## config.mk

```make
export PLATFORM = sky130hd
export DESIGN_NAME = oc_clock_monitor
export DESIGN_NICKNAME = d
export VERILOG_FILES = /design/src/rtl/oc_clock_monitor.sv
export SDC_FILE = /design/constraint.sdc
export NUM_CORES = 1
export LEC_CHECK = 0
export ABC_AREA = 0
export CAP_MARGIN = 15
export CORE_MARGIN = 5
export CORE_UTILIZATION = 59
export CTS_CLUSTER_SIZE = 28
export DETAILED_ROUTE_END_ITERATION = 6
export PLACE_DENSITY = 0.79
export SLEW_MARGIN = 30
export SYNTH_ARGS = -nofsm -noshare
export SYNTH_HDL_FRONTEND = slang
export SYNTH_SLANG_ARGS = --single-unit
```

## constraint.sdc

```tcl
create_clock -name clock -period 3 [get_ports clock]
set_input_delay 0.45 -clock clock [delete_from_list [all_inputs] [get_ports clock]]
set_output_delay 0.45 -clock clock [all_outputs]
set_load 0.1 [all_outputs]
```

## src/rtl/oc_clock_monitor.sv

```systemverilog
// Per-channel clock monitor: counts divided-clock toggle edges over a fixed window and streams
// one report beat per channel. Optional liveness flags are built when OC_CLOCK_MONITOR_ALIVE_EN is defined.
module oc_clock_monitor #(
    parameter int Channels     = 4,
    parameter int WindowCycles = 1000,
    parameter int CountWidth   = 16,
    parameter int ClockIdBase  = 200,
    parameter int MinCount     = 1
) (
    input  logic                  clock,
    input  logic                  reset_n,
    input  logic [Channels-1:0]   toggle_in,
    output logic                  out_valid,
    input  logic                  out_ready,
    output logic [15:0]           out_id,
    output logic [CountWidth-1:0] out_count,
    output logic                  out_last,
    output logic                  overrun,
    input  logic                  overrun_clear,
    output logic [Channels-1:0]   alive,
    output logic                  dead_any
);

    localparam int WinW  = (WindowCycles > 1) ? $clog2(WindowCycles) : 1;
    localparam int ChanW = (Channels > 1) ? $clog2(Channels) : 1;
    localparam logic [WinW-1:0]  WinLast  = WinW'(WindowCycles - 1);
    localparam logic [ChanW-1:0] ChanLast = ChanW'(Channels - 1);

    typedef enum logic {IDLE, REPORT} state_e;

    state_e                               stateQ, stateD;
    logic [Channels-1:0]                  toggleQ;
    logic                                 primedQ;
    logic [WinW-1:0]                      winCntQ, winCntD;
    logic [ChanW-1:0]                     chanQ, chanD;
    logic                                 overrunQ, overrunD;
    logic [Channels-1:0][CountWidth-1:0]  countQ, countD;
    logic [Channels-1:0][CountWidth-1:0]  snapQ, snapD;
    logic [Channels-1:0][CountWidth-1:0]  sumCount;
    logic [Channels-1:0]                  edges;
    logic                                 windowEnd;
    logic                                 accept;
    logic                                 lastBeat;
    logic                                 lastAccept;
    logic                                 capture;

    // The first cycle after reset has no valid previous sample, so its edges are discarded.
    always_comb begin
        edges      = primedQ ? (toggle_in ^ toggleQ) : '0;
        windowEnd  = (winCntQ == WinLast);
        accept     = (stateQ == REPORT) && out_ready;
        lastBeat   = (chanQ == ChanLast);
        lastAccept = accept && lastBeat;
        capture    = windowEnd && ((stateQ == IDLE) || lastAccept);
        for (int i = 0; i < Channels; i++) begin
            sumCount[i] = (countQ[i] == '1) ? countQ[i] : countQ[i] + CountWidth'(edges[i]);
        end
    end

    // Report sequencing; a window that ends mid-report is dropped and flagged instead of captured.
    always_comb begin
        stateD   = stateQ;
        chanD    = chanQ;
        overrunD = overrunQ;
        snapD    = snapQ;
        winCntD  = windowEnd ? '0 : winCntQ + WinW'(1);
        countD   = windowEnd ? '0 : sumCount;
        if (overrun_clear) begin
            overrunD = 1'b0;
        end
        if (windowEnd && (stateQ == REPORT) && !lastAccept) begin
            overrunD = 1'b1;
        end
        if (capture) begin
            stateD = REPORT;
            chanD  = '0;
            snapD  = sumCount;
        end else if (accept) begin
            if (lastBeat) begin
                stateD = IDLE;
                chanD  = '0;
            end else begin
                chanD = chanQ + ChanW'(1);
            end
        end
    end

    always_ff @(posedge clock or negedge reset_n) begin
        if (!reset_n) begin
            stateQ   <= IDLE;
            toggleQ  <= '0;
            primedQ  <= 1'b0;
            winCntQ  <= '0;
            chanQ    <= '0;
            overrunQ <= 1'b0;
            countQ   <= '0;
            snapQ    <= '0;
        end else begin
            stateQ   <= stateD;
            toggleQ  <= toggle_in;
            primedQ  <= 1'b1;
            winCntQ  <= winCntD;
            chanQ    <= chanD;
            overrunQ <= overrunD;
            countQ   <= countD;
            snapQ    <= snapD;
        end
    end

    assign out_valid = (stateQ == REPORT);
    assign out_last  = (stateQ == REPORT) && lastBeat;
    assign out_id    = 16'(ClockIdBase) + 16'(chanQ);
    assign out_count = snapQ[chanQ];
    assign overrun   = overrunQ;

`ifdef OC_CLOCK_MONITOR_ALIVE_EN
    localparam logic [CountWidth-1:0] MinCountW = CountWidth'(MinCount);

    logic [Channels-1:0] aliveQ, aliveD;
    logic                deadQ;
    logic                winEndQ;

    // Liveness is judged on the full window count, independent of whether the report was captured.
    always_comb begin
        aliveD = aliveQ;
        if (windowEnd) begin
            for (int i = 0; i < Channels; i++) begin
                aliveD[i] = (sumCount[i] >= MinCountW);
            end
        end
    end

    always_ff @(posedge clock or negedge reset_n) begin
        if (!reset_n) begin
            aliveQ  <= '0;
            deadQ   <= 1'b0;
            winEndQ <= 1'b0;
        end else begin
            aliveQ  <= aliveD;
            winEndQ <= windowEnd;
            if (winEndQ) begin
                deadQ <= |(~aliveQ);
            end
        end
    end

    assign alive    = aliveQ;
    assign dead_any = deadQ;
`else
    assign alive    = '0;
    assign dead_any = 1'b0;
`endif

endmodule

```

==> flow_summary.json <==
{
  "status": "finished clean",
  "start_util_pct": 60.6,
  "yosysTopAreaCell": "dfrtp_1",
  "synth_edf_count": 0,
  "r2r_end": "snapQ[46]",
  "viasPerCell": 6.59,
  "drv_slew": 0,
  "syn_inst": 790,
  "slew_headroom_pct": 41.2,
  "skew_ns": 0.00547,
  "core_area_sq_um": 12700,
  "seq_area_frac_synth_pct": 47.7,
  "start_kind": "primary input",
  "synth.cell_area_sq_um": 7710,
  "antenna_found_initial": 0,
  "leakage_nw": 3.75,
  "arrival_ns": 2.86,
  "cts_max_level": 4,
  "post_drt_wl_per_cell_microns": 20.2,
  "die_h_microns": 124,
  "gp_congestion": 0.961,
  "area_growth_pct": 15.8,
  "hpwl_microns": 13700,
  "ys_top_cells_by_area": "dfrtp_1 48%, mux4_2 4.7%, nand2_1 3.7%",
  "rrSetupSlack_ns": 0.57,
  "die_area_sq_um": 15500,
  "num_rows": 41,
  "r2r_start": "primedQ",
  "postRouteAntennaNets": 0,
  "worstHoldStart": "winCntQ[0]",
  "grt_use_total_pct": 26.2,
  "path_max_fanout": 8,
  "finalCriticalPeriod_ns": 2.51,
  "fin_cells": 986,
  "layout.nets": 822,
  "worstSetupPathType": "in2reg",
  "pre_cts_slack_ns": 0.0521,
  "period_share_pct": 83.8,
  "rsz0062_at_grt": "false",
  "die_w_microns": 124,
  "cp-startpoint": "toggle_in[2]",
  "setup_tns_ns": 0,
  "place_area_sq_um": 8220,
  "worst_pin_slew_ns": 0.876,
  "grt_pass1_vias": 6394,
  "required_ns": 3.35,
  "synth_area_per_cell_sq_um": 9.76,
  "async_flop_share_pct": 100,
  "fin_area_sq_um": 8930,
  "min_to": "winCntQ[0]",
  "endpoint_kind": "flip-flop",
  "drt_iter0_markers": 688,
  "synth_warnings": 0,
  "finalWorstSetupSlack_ns": 0.487,
  "final_core_util_pct": 70.2,
  "grt_pass1_wl_microns": 33000,
  "via_count": 6495,
  "grt_max_degree": 88,
  "holdPathStages": 1,
  "wl_microns": 19900,
  "ys_ff_latch": 147,
  "timing.hold.ws_ns": 0.461,
  "vdd_drop_max_uv": 619,
  "cts_tree": "yes",
  "cts_sinks": 147,
  "clk_pin_slew_ns": 0.06,
  "synth_ff_type": "dfrtp_1",
  "grt-ovfl-total": 0,
  "drt_pass1_iterations": 5,
  "cts_made_buffers": 17,
  "drc_errors": 0,
  "diodes": 0,
  "p_per_area_nw_per_um2": 652,
  "yosys.cell_types.count": 57,
  "max_freq_mhz": 398,
  "portBuffers": 28,
  "maxCapViolations": 0,
  "drive_above_1_share_pct": 11.9,
  "setup_viol": 0,
  "min-delay-path-class": "reg2reg",
  "io_pins": 48,
  "clk_path_buf_depth": 2,
  "r2r_cells": 7,
  "finalHoldViolations": 0,
  "dp_cells": 953,
  "cts-root-buf": "clkbuf_16",
  "insertion_delay_ns": 0.43,
  "synth_top_area_share_pct": 47.7,
  "finalPower_mw": 5.82
}
cell families (layout without fill, tap and decap cells):
family	count (synthesis)	in the layout	share of synthesized area (%)
compound gates	176	176	14.1
xor+xnor	10	10	1.14
buf+inv	72	78	4.88
simple gates	351	351	25.0
flops	147	147	47.7
other cells	2	20	0.0974
fa+ha+maj	13	13	2.11
mux	19	19	5.06
power by group:
part	internal [mW]	switching, mW
Sequential	2.14	0.264
Clock	1.71	0.813
Combinational	0.282	0.617
cell type report:
cell class	instances	area, sq um
inverters	7	26.3
clock inverters	10	225
flip-flops and latches	147	3680
multi-input cells	589	3730
repair buffers	39	577
clock buffers	22	474
well taps	172	215
fillers	932	3790
worst max path at each step:
stage	endpoint	slack, ns	cells past startpoint
6_report	snapQ[46]	0.49	9
5_1_grt	snapQ[46]	0.32	9
4_1_cts	snapQ[46]	0.50	9
3_5_place_dp	countQ[46]	0.05	9
3_3_place_gp	snapQ[46]	0.15	9
2_1_floorplan	out_count[10]	0.11	3
flip-flops by register name, indices dropped and copies added, names as in the netlist:
register,cells
chanQ,2
countQ,64
out_valid,1
overrun,1
primedQ,1
snapQ,64
toggleQ,4
winCntQ,10
cells in the mapped netlist, types with 21 or more instances:
| cell | number |
|---|---|
| nand4_1 | 31 |
| nor2_1 | 57 |
| a21oi_1 | 46 |
| o211ai_1 | 23 |
| or4_1 | 30 |
| clkbuf_1 | 21 |
| nand2_1 | 77 |
| o31ai_1 | 24 |
| nand3_1 | 46 |
| dfrtp_1 | 147 |
| a31oi_1 | 28 |
| or3_1 | 28 |
| o21ai_0 | 39 |
critical path, stage by stage:
cell and delay (ns):
clkdlybuf4s50_1 0.48, xor2_1 0.17, and2_1 0.18, ha_1 0.21, ha_1 0.22, and4_1 0.28
nand2_1 0.16, or4_1 0.52, a31oi_1 0.17
routing by layer:
| layer | track usage (%) | vias up | wire length (microns) |
|---|---|---|---|
| met5 | 0 | - | 0 |
| met4 | 9.86 | 0 | 517 |
| met3 | 6.48 | 43 | 1600 |
| met2 | 42.6 | 283 | 9780 |
| met1 | 33.9 | 3213 | 7970 |
| li1 | - | 2956 | - |
placed cells by master (no fill, tap or decap), drive strengths merged, types with 11 or more instances in the layout:
master    n
dfrtp   147
nand2    77
nor2     57
nand3    48
a21oi    46
o21ai    41
nand4    33
buf      32
or4      31
or3      28
a31oi    28
o31ai    24
o211ai   23
clkbuf   22
nor3     21
conb     20
mux4     16
ha       13
and2     11
what timing repair did:
item / 4_1_cts / 5_1_grt
gates resized for setup: 0 / 0
hold endpoints to repair: 43 / 0
hold buffers: 1 / 0
buffers inserted: 0 / 0
No activity file was read; power rests on OpenSTA's default activity.
